File: config.mk
export PLATFORM = sky130hd
export DESIGN_NAME = bin2dec_display
export DESIGN_NICKNAME = d
export VERILOG_FILES = /design/src/rtl/bin2dec_display.sv
export SDC_FILE = /design/constraint.sdc
export NUM_CORES = 1
export LEC_CHECK = 0
export CORE_MARGIN = 4
export CORE_UTILIZATION = 30
export DETAILED_ROUTE_END_ITERATION = 6
export MAX_ROUTING_LAYER = met4
export SLEW_MARGIN = 40
export SYNTH_ARGS = -nofsm -noshare
export SYNTH_HDL_FRONTEND = slang
export SYNTH_HIERARCHICAL = 1
export SYNTH_SLANG_ARGS = --single-unit
File: constraint.sdc
create_clock -name clk -period 2.75 [get_ports clk]
set_input_delay 0.4125 -clock clk [delete_from_list [all_inputs] [get_ports clk]]
set_output_delay 0.4125 -clock clk [all_outputs]
set_load 0.01 [all_outputs]
File: src/rtl/bin2dec_display.sv
// Signed binary to sign-magnitude BCD converter for the calculator display.
// Sequential double-dabble: one magnitude bit per clock, leading-zero blanking on the result.

module bin2dec_add3 (
  input  logic [3:0] d,
  output logic [3:0] q
);
  assign q = (d >= 4'd5) ? d + 4'd3 : d;
endmodule

module bin2dec_display #(
  parameter int DATA_W    = 16,
  parameter int DIGITS    = 5,
  parameter int SIGNED_IN = 1
) (
  input  logic                  clk,
  input  logic                  RST,
  input  logic                  start,
  input  logic [DATA_W-1:0]     value_in,
  output logic                  busy,
  output logic                  done,
  output logic                  sign_out,
  output logic [4*DIGITS-1:0]   bcd_out,
  output logic [DIGITS-1:0]     digit_en
);
  localparam int BW = 4 * DIGITS;
  localparam int CW = $clog2(DATA_W + 1);

  function automatic longint pow10(input int n);
    longint p;
    p = 1;
    for (int i = 0; i < n; i++) p = p * 10;
    return p;
  endfunction

  // The largest magnitude (2^(DATA_W-1) for signed input) must fit in DIGITS decimal digits.
  if (pow10(DIGITS) <= (longint'(1) << (DATA_W - 1))) begin : g_bad_digits
    $error("bin2dec_display: DIGITS too small for DATA_W");
  end

  typedef enum logic [1:0] {IDLE, SHIFT, FINISH} state_t;
  state_t state, state_nxt;

  logic [DATA_W-1:0] mag;
  logic [BW-1:0]     scratch, scratch_adj;
  logic [CW-1:0]     cnt;
  logic              sign_l;
  logic [DIGITS-1:0] en_nxt;

  for (genvar g = 0; g < DIGITS; g++) begin : g_dig
    bin2dec_add3 u_add3 (.d(scratch[4*g +: 4]), .q(scratch_adj[4*g +: 4]));
  end

  always_comb begin
    en_nxt = '0;
    for (int k = 0; k < DIGITS; k++) en_nxt[k] = |(scratch >> (4 * k));
    en_nxt[0] = 1'b1;
  end

  always_ff @(posedge clk or posedge RST) begin
    if (RST) state <= IDLE;
    else     state <= state_nxt;
  end

  always_comb begin
    state_nxt = state;
    case (state)
      IDLE:    if (start) state_nxt = SHIFT;
      SHIFT:   if (cnt == CW'(1)) state_nxt = FINISH;
      FINISH:  state_nxt = IDLE;
      default: state_nxt = IDLE;
    endcase
  end

  always_comb begin
    busy = (state != IDLE);
  end

  always_ff @(posedge clk or posedge RST) begin
    if (RST) begin
      mag      <= '0;
      scratch  <= '0;
      cnt      <= '0;
      sign_l   <= 1'b0;
      done     <= 1'b0;
      sign_out <= 1'b0;
      bcd_out  <= '0;
      digit_en <= DIGITS'(1);
    end else begin
      done <= 1'b0;
      case (state)
        IDLE: if (start) begin
          // 2's-complement negate of the most negative value wraps to itself, which is its unsigned magnitude.
          mag     <= (value_in[DATA_W-1] && SIGNED_IN != 0) ? (~value_in + 1'b1) : value_in;
          sign_l  <= value_in[DATA_W-1] && SIGNED_IN != 0;
          scratch <= '0;
          cnt     <= CW'(DATA_W);
        end
        SHIFT: begin
          {scratch, mag} <= {scratch_adj[BW-2:0], mag, 1'b0};
          cnt            <= cnt - 1'b1;
        end
        FINISH: begin
          bcd_out  <= scratch;
          sign_out <= sign_l && (scratch != '0);
          digit_en <= en_nxt;
          done     <= 1'b1;
        end
        default: ;
      endcase
    end
  end
endmodule

==> results of run 1 <==
## worst max-delay path: stages, from the launching register on
cell	delay [ns]
dfrtp_1	0.51
or2_2	0.35
clkdlybuf4s50_1	0.48
## cells in the final DEF (no fill, tap or decap), types with 9 or more instances in the layout
| master | instances |
|---|---|
| nand2_1 | 74 |
| dfrtp_1 | 70 |
| clkdlybuf4s50_1 | 45 |
| nand3_1 | 27 |
| o21ai_0 | 23 |
| mux2_2 | 21 |
| inv_1 | 16 |
| nor2_1 | 16 |
| ha_1 | 13 |
| xor2_1 | 12 |
| nand2b_1 | 11 |
| a22oi_1 | 9 |
| clkbuf_16 | 9 |
## layout make-up
type	count	area, um2
sequential	70	1750
fill	1157	7000
inverter	17	63.8
multi-input combinational	280	1750
clock inverter	5	104
timing repair buffer	51	508
tap	143	179
clock buffer	11	253
## sequential cells by signal, indices dropped and copies added (netlist names)
| register | count |
|---|---|
| bcd_out | 20 |
| cnt | 5 |
| digit_en | 4 |
| done | 1 |
| mag | 16 |
| scratch | 20 |
| sign_l | 1 |
| sign_out | 1 |
| state | 2 |
## through the flow
step | area (um2) | util | hold WS (ns) | cells | worst slack [ns]
floorplan | 3630 | - | 0.430 | 385 | 0.569
global placement | 4260 | 0.366 | 0.458 | 561 | 0.401
detailed placement | 4260 | 0.366 | 0.471 | 561 | 0.368
CTS | 4610 | 0.397 | 0.493 | 577 | 0.664
global route | 4610 | 0.397 | 0.507 | 577 | 0.618
finish | 4610 | 0.397 | 0.468 | 577 | 0.665
## worst min-delay path by stage
stage                       end  slack, ns  cells after the start
floorplan            scratch[0]       0.43                      2
global placement     scratch[0]       0.46                      2
detailed placement   scratch[0]       0.47                      2
CTS                  scratch[0]       0.49                      2
global route             cnt[4]       0.51                      1
finish              bcd_out[10]       0.47                      3
## power by group through the flow
stage / combinational (uW) / clock, uW / sequential (uW)
2_1_floorplan: 1310 / 0 / 1880
3_3_place_gp: 1960 / 0 / 1910
3_5_place_dp: 2030 / 0 / 1930
4_1_cts: 2040 / 1390 / 1910
5_1_grt: 2290 / 1440 / 1990
6_report: 2010 / 1360 / 1910
## metal layers
| layer | wire length, um | track usage |
|---|---|---|
| met3 | 298 | 0.0279 |
| met2 | 3560 | 0.191 |
| met1 | 3810 | 0.152 |
| met4 | 100 | 0.0425 |
| met5 | 0 | - |
==> impl_metrics.yaml, run 1 <==
drt:
  num_vias: 2811
  drt_wl_total_mm: 7.77
  antenna_left: 0
  wl_per_cell_um: 13.5
  routed_via_density: 4.87
  first_pass_iters: 4
  drc: 0
  drtIter0Drc: 132
global_route:
  grt_pass1_vias: 2975
  antenna_found_initial: 0
  track_usage: 0.121
  grt_max_degree: 71
  grt_remaining_overflow: 0
  grt_pass1_wl_mm: 13.7
synth:
  synth_nets: 417
  synthCells: 385
  yosys_warnings: 6
  netlist_area_um2: 3630
  syn_area_per_cell_um2: 9.44
place:
  port_buffers: 45
  gp_congestion: 0.840
  dp_hpwl_mm: 5.28
worst_setup_path:
  critPathArrivalTime_ns: 1.67
  critPathMaxFanout: 12
  critPathCapture: "busy"
  cp-end-kind: "output pin"
  path_class: "flip-flop to output pin"
  rr_startpoint: "scratch[16]"
  rrSetupSlack_ns: 0.81
  worst-r2r-cell-count: 5
  required_ns: 2.34
  crit_path_start_kind: "flip-flop"
  crit_start: "state[0]"
  reg2reg_to: "sign_out"
sta:
  slew_headroom: 0.547
  period_minus_slack_ns: 2.09
  timing_hold_violations_final: 0
  setup_viol: 0
  fin_crit_sh: 0.758
  skew_ns: 0.00815
  setup_tns_ns: 0
  drv_slew: 0
  rsz0062_at_grt: "false"
  worst_pin_slew_ns: 0.676
  fmaxAchievable_mhz: 480
hold_path:
  hold_path.class: "input port to async pin"
die:
  fp.coreArea_um2: 11600
  die-area_um2: 13900
  start_util: 0.313
  die_w_um: 118
  die_y_um: 118
  rows: 39
  io_pins: 47
cts:
  cts_hold_buf: 0
  clkTransAtPathRegs_ns: 0.06
  clockBufferDepth: 2
  numCtsBuffers: 9
  h-tree-depth: 3
  cts_setup_buffers: 0
  clock-sinks: 70
  post_cts_resized: 0
  cts_tree: "yes"
  cts_root_buf: "clkbuf_16"
  clk_latency_ns: 0.33
layout:
  drive_above_1_share: 0.129
  n_antenna_cell: 0
  layout.nets: 461
  syn_to_final_growth_pct: 26.9
pwr:
  p_sw_frac: 0.353
  internal_power_uw: 3420
  p_switching_uw: 1870
  p_seq_frac: 0.361
  vdd_drop_max_uv: 402
  power.total_uw: 5290
  p_leak_uw: 0.00211
  power.density_nw_per_um2: 1150
  p_comb_frac: 0.381
  pwr-share-clk: 0.258
status:
  status: "completed"
job:
  drv_cap: 0
No activity file was read; power rests on OpenSTA's default activity.
==> inputs of run 2 (changes only) <==
Clock period 2.75 ns to 1.7 ns, I/O delays scaled along.
==> impl_metrics.yaml, run 2 (synthesis gave the netlist of run 1 again) <==
drt:
  drtIter0Drc: 183
  wl_per_cell_um: 12.6
  antenna_left: 0
  wl_met1_mm: 3.79
  drc: 0
  met3_length_um: 281
  highest-signal-layer: "met4"
  met2_length_mm: 3.60
  drt_wl_total_mm: 7.79
  routed_via_density: 4.75
  first_pass_iters: 4
  num_vias: 2948
layout:
  fillers: 1124
  layout.nets: 504
  instances_no_fill: 620
  final_core_util: 0.426
  drive_above_1_share: 0.216
  stdcell_area_um2: 4940
  syn_to_final_growth_pct: 36.0
  final_cell_mix: "74 x nand2_1, 70 x dfrtp_1, 46 x buf_4"
  layout_commonest_cell: "nand2_1"
  top_regs: "bcd_out (20), scratch (20), mag (16)"
  n_antenna_cell: 0
global_route:
  grt_max_degree: 31
  grt_pass1_vias: 3003
  grt_pass1_wl_mm: 13.9
  grt_remaining_overflow: 0
  antenna_found_initial: 0
  track_usage: 0.122
worst_setup_path:
  critPathMaxFanout: 5
  critPathArrivalTime_ns: 1.35
  slowest_stage: "dfrtp_1"
  cp-end-kind: "output pin"
  cp_cell_sequence: "or2_2 > dlygate4sd2_1"
  crit_path_start_kind: "flip-flop"
  rrSetupSlack_ns: 0.14
  required_ns: 1.44
  path_class: "flip-flop to output pin"
  critPathMaxStageDelay_ns: 0.44
sta:
  timing_hold_violations_final: 0
  setup_viol: 0
  fmaxAchievable_mhz: 622
  holdWs_ns: 0.254
  drv_slew: 0
  fin_crit_sh: 0.946
  period_minus_slack_ns: 1.61
  skew_ns: 0.00564
pwr:
  vdd_drop_max_uv: 600
  power.density_nw_per_um2: 1730
  p_leak_uw: 0.00230
cts:
  clock-sinks: 70
  cts_root_buf: "clkbuf_16"
  clockBufferDepth: 2
  clkTransAtPathRegs_ns: 0.06
  clk_latency_ns: 0.33
  cts_hold_buf: 0
  numCtsBuffers: 9
  h-tree-depth: 3
  cts_tree: "yes"
job:
  drv_cap: 0
die:
  die-area_um2: 13900
  die_w_um: 118
  io_pins: 47
  die_y_um: 118
  start_util: 0.313
  fp.coreArea_um2: 11600
  rows: 39
place:
  place_area_um2: 4600
  dp_hpwl_mm: 5.65
  place_inst: 603
  gp_congestion: 0.817
  port_buffers: 45
status:
  status: "completed"
hold_path:
  hold_path.class: "input port to async pin"
-- run 2: layer usage --
| layer | global-route usage | up-vias |
|---|---|---|
| met5 | - | - |
| met2 | 0.190 | 52 |
| met1 | 0.156 | 1394 |
| li1 | - | 1491 |
| met3 | 0.0279 | 11 |
| met4 | 0.0462 | 0 |
-- run 2: where the power goes --
group          total [uW]  leakage, uW  internal [uW]  switching [uW]
Clock                1890     0.000141           1180             710
Sequential           2930     0.000893           2410             515
Combinational        3710      0.00127           1860            1850
Total                8530      0.00230           5460            3080
-- run 2: what timing repair did --
item	4_1_cts	5_1_grt
resized for setup	8	4
endpoints found under the setup margin	3	5
pin swaps	5	3
setup buffers	1	0
-- run 2: layout make-up --
cell class	instances	area, um2	share of cell area
clock buffer	10	239	0.0484
clock inverter	6	70.1	0.0142
inverter	17	67.6	0.0137
multi-input combinational	280	1780	0.361
sequential	70	1750	0.354
tap	143	179	0.0362
timing repair buffer	94	852	0.172
-- run 2: final timing paths --
path / startpoint / to / cells past startpoint
max: state[1] / busy / 2
min: RST / bcd_out[0] / 2
max reg2reg: scratch[8] / sign_out / 5
min reg2reg: mag[15] / scratch[0] / 2
max in group asynchronous: RST / bcd_out[16] / 3
min in group clk: value_in[7] / mag[15] / 4
-- run 2: per-stage QoR --
step | setup WS [ns] | setup TNS [ns] | power [uW]
after floorplan | 0.0399 | 0 | 5160
after global placement | -0.431 | -2.04 | 6580
after detailed placement | -0.447 | -2.28 | 6700
after CTS | 0.0346 | 0 | 8630
after global routing | -0.0144 | -0.0144 | 9280
final | 0.0923 | 0 | 8530
-- run 2: worst max-delay path, delay by kind of cell (launching register included) --
family                 cells  cell delay (ns)
DFF                        1             0.44
buffers and inverters      1             0.29
and+or+nand+nor            1             0.30
==> inputs of run 3 (changes only) <==
Settings changed: CORE_UTILIZATION 30 to 45, PLACE_DENSITY set to 0.7.
==> impl_metrics.yaml, run 3 (synthesis gave the netlist of run 1 again) <==
worst_setup_path:
  reg2reg_to: "sign_out"
  rrSetupSlack_ns: 0.07
  required_ns: 1.92
  worst-r2r-cell-count: 5
  critPathMaxFanout: 2
  crit_path_start_kind: "flip-flop"
  rr_startpoint: "scratch[16]"
  critPathArrivalTime_ns: 1.85
  cp-end-kind: "flip-flop"
  path_class: "flip-flop to flip-flop"
drt:
  first_pass_iters: 4
  routed_via_density: 5.20
  drc: 0
  antenna_left: 0
  num_vias: 2992
  drtIter0Drc: 80
  wl_per_cell_um: 13.1
  drt_wl_total_mm: 7.54
job:
  drv_cap: 0
pwr:
  power.density_nw_per_um2: 1710
  pwr-share-clk: 0.179
  p_switching_uw: 2970
  vdd_drop_max_uv: 559
  p_sw_frac: 0.366
  p_leak_uw: 0.00225
  internal_power_uw: 5140
  p_comb_frac: 0.462
  p_seq_frac: 0.359
place:
  port_buffers: 45
  dp_hpwl_mm: 5.42
  place_worst_setup_slack_ns: -0.431
  gp_congestion: 0.849
  place_inst: 557
layout:
  final_core_util: 0.609
  drive_above_1_share: 0.205
  final_cell_mix: "74 x nand2_1, 70 x dfrtp_1, 42 x buf_4"
  layout_commonest_cell: "nand2_1"
  syn_to_final_growth_pct: 30.8
  instances_no_fill: 575
  top_regs: "bcd_out (20), scratch (20), mag (16)"
  layout.nets: 500
  n_antenna_cell: 0
sta:
  setup_slack_ns: 0.0695
  holdWs_ns: 0.285
  rsz0062_at_grt: "false"
  period_minus_slack_ns: 1.63
  setup_tns_ns: 0
  timing_hold_violations_final: 0
  setup_viol: 0
  drv_slew: 0
  skew_ns: 0.00584
  fmaxAchievable_mhz: 613
  fin_crit_sh: 0.959
status:
  status: "completed"
die:
  die_w_um: 97.9
  start_util: 0.466
  io_pins: 47
  die-area_um2: 9580
  rows: 32
  fp.coreArea_um2: 7810
  die_y_um: 97.9
global_route:
  grt_pass1_vias: 2883
  grt_remaining_overflow: 0
  track_usage: 0.165
  antenna_found_initial: 0
  grt_max_degree: 31
  grt_pass1_wl_mm: 12.8
cts:
  cts_root_buf: "clkbuf_8"
  h-tree-depth: 3
  clock-sinks: 70
  cts_tree: "yes"
  cts_hold_buf: 0
  clkTransAtPathRegs_ns: 0.07
  clockBufferDepth: 2
  clk_latency_ns: 0.34
  numCtsBuffers: 9
hold_path:
  hold_path.class: "input port to async pin"
[run 3: cell types whose count changed in the layout (fill, tap and decap cells not counted), sizes merged]
cell           before  now
buf                49   45
clkinv              1    2
dlygate4sd2         3    5
clkdlybuf4s15       2    0
inv                17   15
clkinvlp            4    2
clkbuf             10   12
bufinv              1    2
[run 3: power by group through the flow]
stage               sequential, uW  combinational [uW]  clock [uW]
floorplan                     3040                2120           0
global placement              2920                3610           0
detailed placement            2940                3730           0
CTS                           2910                3780        1480
global route                  3010                4200        1560
finish                        2910                3750        1460
[run 3: area by class of cell]
class	count	area [um2]
Fill cell	676	3050
Tap cell	102	128
Inverter	17	71.3
Sequential cell	70	1750
Clock buffer	12	145
Clock inverter	4	70.1
Timing Repair Buffer	90	820
Multi-Input combinational cell	280	1770
[run 3: worst max-delay path by stage]
stage                  from       end  slack [ns]  cells past startpoint
5_1_grt         scratch[16]  sign_out        0.01                      5
3_5_place_dp   value_in[10]   mag[14]       -0.43                      6
3_3_place_gp   value_in[10]   mag[14]       -0.43                      6
4_1_cts         value_in[7]   mag[14]        0.01                      6
2_1_floorplan  value_in[10]   mag[14]        0.04                      5
6_report        scratch[16]  sign_out        0.07                      5
[run 3: through the flow]
| stage | power, uW | instance area (um2) |
|---|---|---|
| floorplan | 5160 | 3640 |
| global placement | 6530 | 4510 |
| detailed placement | 6670 | 4510 |
| CTS | 8180 | 4740 |
| global route | 8770 | 4750 |
| finish | 8110 | 4750 |
[run 3: what timing repair did]
action	in CTS	in global routing
setup buffers	2	0
pin swaps	4	2
resized for setup	6	3
setup endpoints to repair	3	10
[run 3: routing by layer]
metal / vias to the layer above / track usage / routed length (um)
met1: 1448 / 0.200 / 3510
met3: 9 / 0.0307 / 278
met2: 54 / 0.276 / 3650
met5: - / - / 0
li1: 1481 / - / -
met4: 0 / 0.0586 / 103
[run 3: critical path: stages, from the launching register on]
cell and delay (ns):
dfrtp_1 0.38, or4_1 0.59, nor3_2 0.25, nand3_1 0.10, nand3_1 0.10, o21ai_0 0.08
